[src/rtl/mic_pkg.sv]
// Shared definitions for the PDM microphone array frame scheduler.
// Contents: scheduler state enum, default channel count / sample width,
// and chan_w() which sizes a channel-index field for a given channel count.
package mic_pkg;

    localparam int unsigned NCH_DEF = 4;
    localparam int unsigned DW_DEF  = 16;

    typedef enum logic [1:0] {
        StIdle   = 2'd0,
        StWarmup = 2'd1,
        StWait   = 2'd2,
        StDrain  = 2'd3
    } mic_sched_state_t;

    // Width of a channel index; never narrower than one bit.
    function automatic int unsigned chan_w(input int unsigned n);
        return (n < 2) ? 1 : $clog2(n);
    endfunction

endpackage

[src/rtl/mic_next_chan.sv]
// Combinational channel walker.
// Returns the lowest set bit of mask strictly above cur, or the lowest set
// bit overall when from_start is high (cur treated as -1).
// Ports:
//   mask       enabled-channel mask
//   cur        current channel index
//   from_start ignore cur and search from channel 0
//   nxt        next enabled channel (0 when none)
//   none       no enabled channel found
module mic_next_chan #(
    parameter int unsigned NCH = 4,
    parameter int unsigned CW  = 2
) (
    input  logic [NCH-1:0] mask,
    input  logic [CW-1:0]  cur,
    input  logic           from_start,
    output logic [CW-1:0]  nxt,
    output logic           none
);

    always_comb begin
        nxt  = '0;
        none = 1'b1;
        for (int i = 0; i < int'(NCH); i++) begin
            if (none && mask[i] && (from_start || (i > int'(cur)))) begin
                nxt  = CW'(i);
                none = 1'b0;
            end
        end
    end

endmodule

[src/rtl/mic_frame_sched.sv]
// Frame scheduler for the PDM microphone array.
// On each ce_pcm strobe it snapshots every enabled channel's PCM sample and
// serialises them, lowest channel first, onto a valid/ready stream. Discards
// warmup_frames frames after enable and flags frames lost to back-pressure.
// Ports:
//   clk, rst          system clock, synchronous active-high reset
//   en                scheduler enable (low forces idle)
//   warmup_frames     frames discarded after enable
//   ch_mask           channel enable mask, sampled when a frame is accepted
//   ce_pcm, pcm_in    frame strobe and packed per-channel samples
//   m_valid/m_ready   output handshake
//   m_data/m_chan     sample and its channel index
//   m_last            final sample of the frame
//   overrun, ovr_clr  sticky dropped-frame flag and its clear
//   busy              high while warming up or draining
module mic_frame_sched
    import mic_pkg::*;
#(
    parameter int unsigned NCH = NCH_DEF,
    parameter int unsigned DW  = DW_DEF,
    localparam int unsigned CW = chan_w(NCH)
) (
    input  logic              clk,
    input  logic              rst,
    input  logic              en,
    input  logic [7:0]        warmup_frames,
    input  logic [NCH-1:0]    ch_mask,
    input  logic              ce_pcm,
    input  logic [NCH*DW-1:0] pcm_in,
    output logic              m_valid,
    input  logic              m_ready,
    output logic [DW-1:0]     m_data,
    output logic [CW-1:0]     m_chan,
    output logic              m_last,
    output logic              overrun,
    input  logic              ovr_clr,
    output logic              busy
);

    mic_sched_state_t  state_q, state_d;
    logic [7:0]        wcnt_q, wcnt_d;
    logic [NCH*DW-1:0] hold_q, hold_d;
    logic [NCH-1:0]    mask_q, mask_d;
    logic [DW-1:0]     data_q, data_d;
    logic [CW-1:0]     chan_q, chan_d;
    logic              last_q, last_d;
    logic              ovr_q, ovr_d;

    logic [NCH-1:0]    nc_mask;
    logic              nc_start;
    logic [CW-1:0]     nc_next;
    logic              nc_none;
    logic [CW-1:0]     hi_chan;

    // In WAIT the walker looks at the live mask to find the first channel;
    // in DRAIN it walks the snapshot from the channel currently presented.
    assign nc_mask  = (state_q == StDrain) ? mask_q : ch_mask;
    assign nc_start = (state_q != StDrain);

    mic_next_chan #(
        .NCH (NCH),
        .CW  (CW)
    ) u_next_chan (
        .mask       (nc_mask),
        .cur        (chan_q),
        .from_start (nc_start),
        .nxt        (nc_next),
        .none       (nc_none)
    );

    // Highest enabled channel of the same mask; marks the last beat.
    always_comb begin
        hi_chan = '0;
        for (int i = 0; i < int'(NCH); i++) begin
            if (nc_mask[i]) begin
                hi_chan = CW'(i);
            end
        end
    end

    always_comb begin
        state_d = state_q;
        wcnt_d  = wcnt_q;
        hold_d  = hold_q;
        mask_d  = mask_q;
        data_d  = data_q;
        chan_d  = chan_q;
        last_d  = last_q;
        // A strobe while draining is dropped, even on the final handshake.
        ovr_d   = (ovr_q & ~ovr_clr) | ((state_q == StDrain) & ce_pcm);

        if (!en) begin
            state_d = StIdle;
        end else begin
            unique case (state_q)
                StIdle: begin
                    wcnt_d  = warmup_frames;
                    state_d = (warmup_frames == 8'd0) ? StWait : StWarmup;
                end
                StWarmup: begin
                    if (ce_pcm) begin
                        wcnt_d = wcnt_q - 8'd1;
                        if (wcnt_q <= 8'd1) begin
                            state_d = StWait;
                        end
                    end
                end
                StWait: begin
                    if (ce_pcm && !nc_none) begin
                        hold_d  = pcm_in;
                        mask_d  = ch_mask;
                        chan_d  = nc_next;
                        data_d  = pcm_in[32'(nc_next) * DW +: DW];
                        last_d  = (nc_next == hi_chan);
                        state_d = StDrain;
                    end
                end
                StDrain: begin
                    if (m_ready) begin
                        if (last_q) begin
                            state_d = StWait;
                        end else begin
                            chan_d = nc_next;
                            data_d = hold_q[32'(nc_next) * DW +: DW];
                            last_d = (nc_next == hi_chan);
                        end
                    end
                end
                default: state_d = StIdle;
            endcase
        end
    end

    always_ff @(posedge clk) begin
        if (rst) begin
            state_q <= StIdle;
            wcnt_q  <= '0;
            hold_q  <= '0;
            mask_q  <= '0;
            data_q  <= '0;
            chan_q  <= '0;
            last_q  <= 1'b0;
            ovr_q   <= 1'b0;
        end else begin
            state_q <= state_d;
            wcnt_q  <= wcnt_d;
            hold_q  <= hold_d;
            mask_q  <= mask_d;
            data_q  <= data_d;
            chan_q  <= chan_d;
            last_q  <= last_d;
            ovr_q   <= ovr_d;
        end
    end

    // Pure decodes of registered state: nothing combinational from m_ready.
    assign m_valid = (state_q == StDrain);
    assign busy    = (state_q == StDrain) || (state_q == StWarmup);
    assign m_data  = data_q;
    assign m_chan  = chan_q;
    assign m_last  = last_q;
    assign overrun = ovr_q;

endmodule

[config.mk]
export PLATFORM = sky130hd
export DESIGN_NAME = mic_frame_sched
export DESIGN_NICKNAME = d
export VERILOG_FILES = /design/src/rtl/mic_pkg.sv /design/src/rtl/mic_next_chan.sv /design/src/rtl/mic_frame_sched.sv
export SDC_FILE = /design/constraint.sdc
export NUM_CORES = 1
export LEC_CHECK = 0
export BUFFER_PORTS_ARGS = -buffer_cell sky130_fd_sc_hd__buf_4
export CORE_AREA = 2 2 143 145
export DETAILED_ROUTE_END_ITERATION = 7
export DIE_AREA = 0 0 145 147
export PLACE_DENSITY = 0.53
export SLEW_MARGIN = 20
export SYNTH_ARGS = -nofsm -noshare
export SYNTH_HDL_FRONTEND = slang
export SYNTH_SLANG_ARGS = --single-unit
[constraint.sdc]
create_clock -name clk -period 2 [get_ports clk]
set_input_delay 0.4 -clock clk [delete_from_list [all_inputs] [get_ports clk]]
set_output_delay 0.4 -clock clk [all_outputs]
set_load 0.05 [all_outputs]
==> flow_metrics.tcl <==
set metrics [dict create \
    dp_hpwl_mm 12.0 \
    synth_top_cell_area_share 0.402 \
    wl_mm 16.8 \
    worst_ep_arrival_time_ns 2.18 \
    tightest_slew_ns 0.523 \
    place_ws_ns -0.119 \
    antenna_found_initial 0 \
    globalRouteOverflowTotal 0 \
    slew_headroom 0.650 \
    drive_gt1_frac 0.270 \
    wl_met2_mm 8.56 \
    powerDensity_nw_per_um2 642 \
    synthFlopType "dfxtp_1" \
    setup_ws_ns 0.0654 \
    io_pins 104 \
    fin_crit_ns 1.93 \
    synth_seq_cells 97 \
    routed.top_layer "met4" \
    cp.required_ns 2.25 \
    start_util 0.244 \
    peakVddDrop_mv 0.350 \
    synth.area.top_cells "dfxtp_1, nand2_1, a21oi_1, mux2i_1, a22oi_1" \
    cp_slowest_cell "or4b_2" \
    synth_commonest_cells "nand2_1, dfxtp_1, a21oi_1, nor2_1, clkbuf_1" \
    clkLatencyLatePin_ns 0.35 \
    post_synth_num_cell_types 46 \
    diodes 0 \
    seq_area_um2 1950 \
    final_antenna_net_count 0 \
    drt_iter0_markers 232 \
    yosys.area.top_type "dfxtp_1" \
    route.met3.wl_um 736 \
    fmax_mhz 517 \
    grt_pass1_vias 4637 \
    area_delta_synth_final_pct 36.5 \
    synth_fp_nets 693 \
    num_rows 52 \
    clock_sinks 97 \
    synth-edff-count 0 \
    swShare 0.268 \
    setup_viol 0 \
    seqPwrFrac 0.465 \
    seq_area_frac_synth 0.402 \
    syn_avg_cell_area_um2 7.93 \
    wl_met1_mm 7.36 \
    rsz0062_at_grt "false" \
    grt_use_total 0.157 \
    port_buffers 103 \
    first_pass_iters 4 \
    synthMostInstantiatedCell "nand2_1" \
    skew_ns 0.00811 \
    wl_per_cell_um 16.8 \
    cts_tree "yes" \
    vias 4788 \
    p_clk_frac 0.410 \
    crit_path_end_kind "register" \
    synth_cells 609 \
    cp_slowest_stage_delay_ns 0.67 \
    min_path_type "in2reg" \
    multi_input_area_um2 2710 \
    die_h_um 147 \
    status "completed" \
    leakage_nw 2.71 \
    fillers 2105 \
    path_clk_slew_ns 0.08 \
    period_share 0.967 \
    maxCapViolations 0 \
    htreeDepth 3 \
    cts-root-buf "clkbuf_16" \
    design.die.area_um2 21300 \
    remaining_drc_errors 0 \
    vias_per_cell 4.79 \
    clk_path_buf_depth 2 \
    power_switching_mw 1.13 \
    final_nets 809 \
    grt_max_degree 67 \
    p_comb_frac 0.126 \
    gp_congestion 0.776 \
    path_max_fanout 15 \
    critPathLaunchType "register" \
    hold_violations 0 \
    critPathBufInv 2 \
    async_flop_share 0 \
    die_w_um 145 \
    critPathKind "reg2reg" \
    crit_chain "nand2_1, or4b_2, a22oi_4, buf_12, buf_4, o211ai_2, o211a_1" \
    internal_power_mw 3.10 \
    cts_made_buffers 9 \
    path_delay_family "simple AND/OR/NAND/NOR gates" \
    drv_slew 0 \
    grt_first_pass_wirelength_mm 26.2 \
    synth_warnings 0 \
    synth.cell_area_um2 4830 \
    core_um2 19800 \
    p_total_mw 4.24 \
]
power by group through the flow:
stage               Sequential [mW]  Clock [mW]  Combinational (mW)
floorplan                      2.01           0               0.228
global placement               2.01           0               0.539
detailed placement             2.01           0               0.534
CTS                            1.97        1.80               0.537
global route                   1.97        1.86               0.575
finish                         1.97        1.74               0.532
flip-flops by register name, summed over array words and instances (netlist names):
name / count
wcnt_q: 8
m_data: 16
m_chan: 2
hold_q: 64
overrun: 1
state_q: 2
mask_q: 3
m_last: 1
tightest hold or removal path: stages:
cell and delay [ns]:
buf_4 0.11, nand2_1 0.05, a21oi_1 0.05
routing by layer:
metal | up-vias | global-route usage
li1 | 2405 | -
met1 | 2239 | 0.192
met2 | 130 | 0.285
met3 | 14 | 0.0292
met4 | 0 | 0.0376
met5 | - | 0
cell usage in the layout, fill, tap and decap left out, types with 8 or more instances in the layout:
cell and instances:
dfxtp_1 94, buf_4 144, nand2_1 140, clkbuf_16 9, nor2_1 39, o211ai_1 9, buf_12 8, a21oi_1 75
mux2i_1 30, a22oi_1 31, o21ai_0 20, o211a_1 15, o211ai_2 9, nor3_1 18
per-stage QoR:
step	area (µm²)	setup TNS (ns)	util	std cells	hold slack (ns)
after floorplan	4830	0	-	609	0.436
after global placement	6250	-0.872	0.315	983	0.442
after detailed placement	6250	-0.756	0.315	983	0.446
after CTS	6560	-0.000470	0.331	999	0.283
after global routing	6600	0	0.332	1000	0.283
final	6600	0	0.332	1000	0.296
final cells by class:
type	instances	area share
multi-input cells	454	0.411
flip-flops and latches	97	0.295
repair buffers	156	0.195
well taps	270	0.0512
clock buffers	11	0.0368
clock inverters	5	0.00721
inverters	7	0.00398
path summary, 6_finish.rpt:
kind | cells past startpoint | end | start | slack, ns
worst min-delay path | 3 | hold_q[46]$_SDFFE_PP0P_ | pcm_in[46] | 0.30
worst max register to register | 7 | m_data[10]$_SDFFE_PP0P_ | state_q[1]$_SDFFE_PP0P_ | 0.07
worst max-delay path | 7 | m_data[10]$_SDFFE_PP0P_ | state_q[1]$_SDFFE_PP0P_ | 0.07
worst min register to register | 2 | hold_q[36]$_SDFFE_PP0P_ | hold_q[36]$_SDFFE_PP0P_ | 0.45
repair_timing:
item	in CTS	in global routing
resized for setup	5	7
setup endpoints to repair	8	13
pin swaps	1	1
hold buffers	0	0
setup buffers	0	1
hold endpoints to repair	0	0
logic make-up after synthesis:
| family | after synthesis | synth area share |
|---|---|---|
| xor gates and xnor gates | 2 | 0.00363 |
| and+or+nand+nor | 225 | 0.197 |
| muxes | 35 | 0.0728 |
| DFF | 97 | 0.402 |
| adders and majority gates | 2 | 0.00518 |
| buffers and inverters | 58 | 0.0502 |
| AOI/OAI and AO/OA | 190 | 0.270 |
Note: power is estimated with default switching activity, not from simulation.
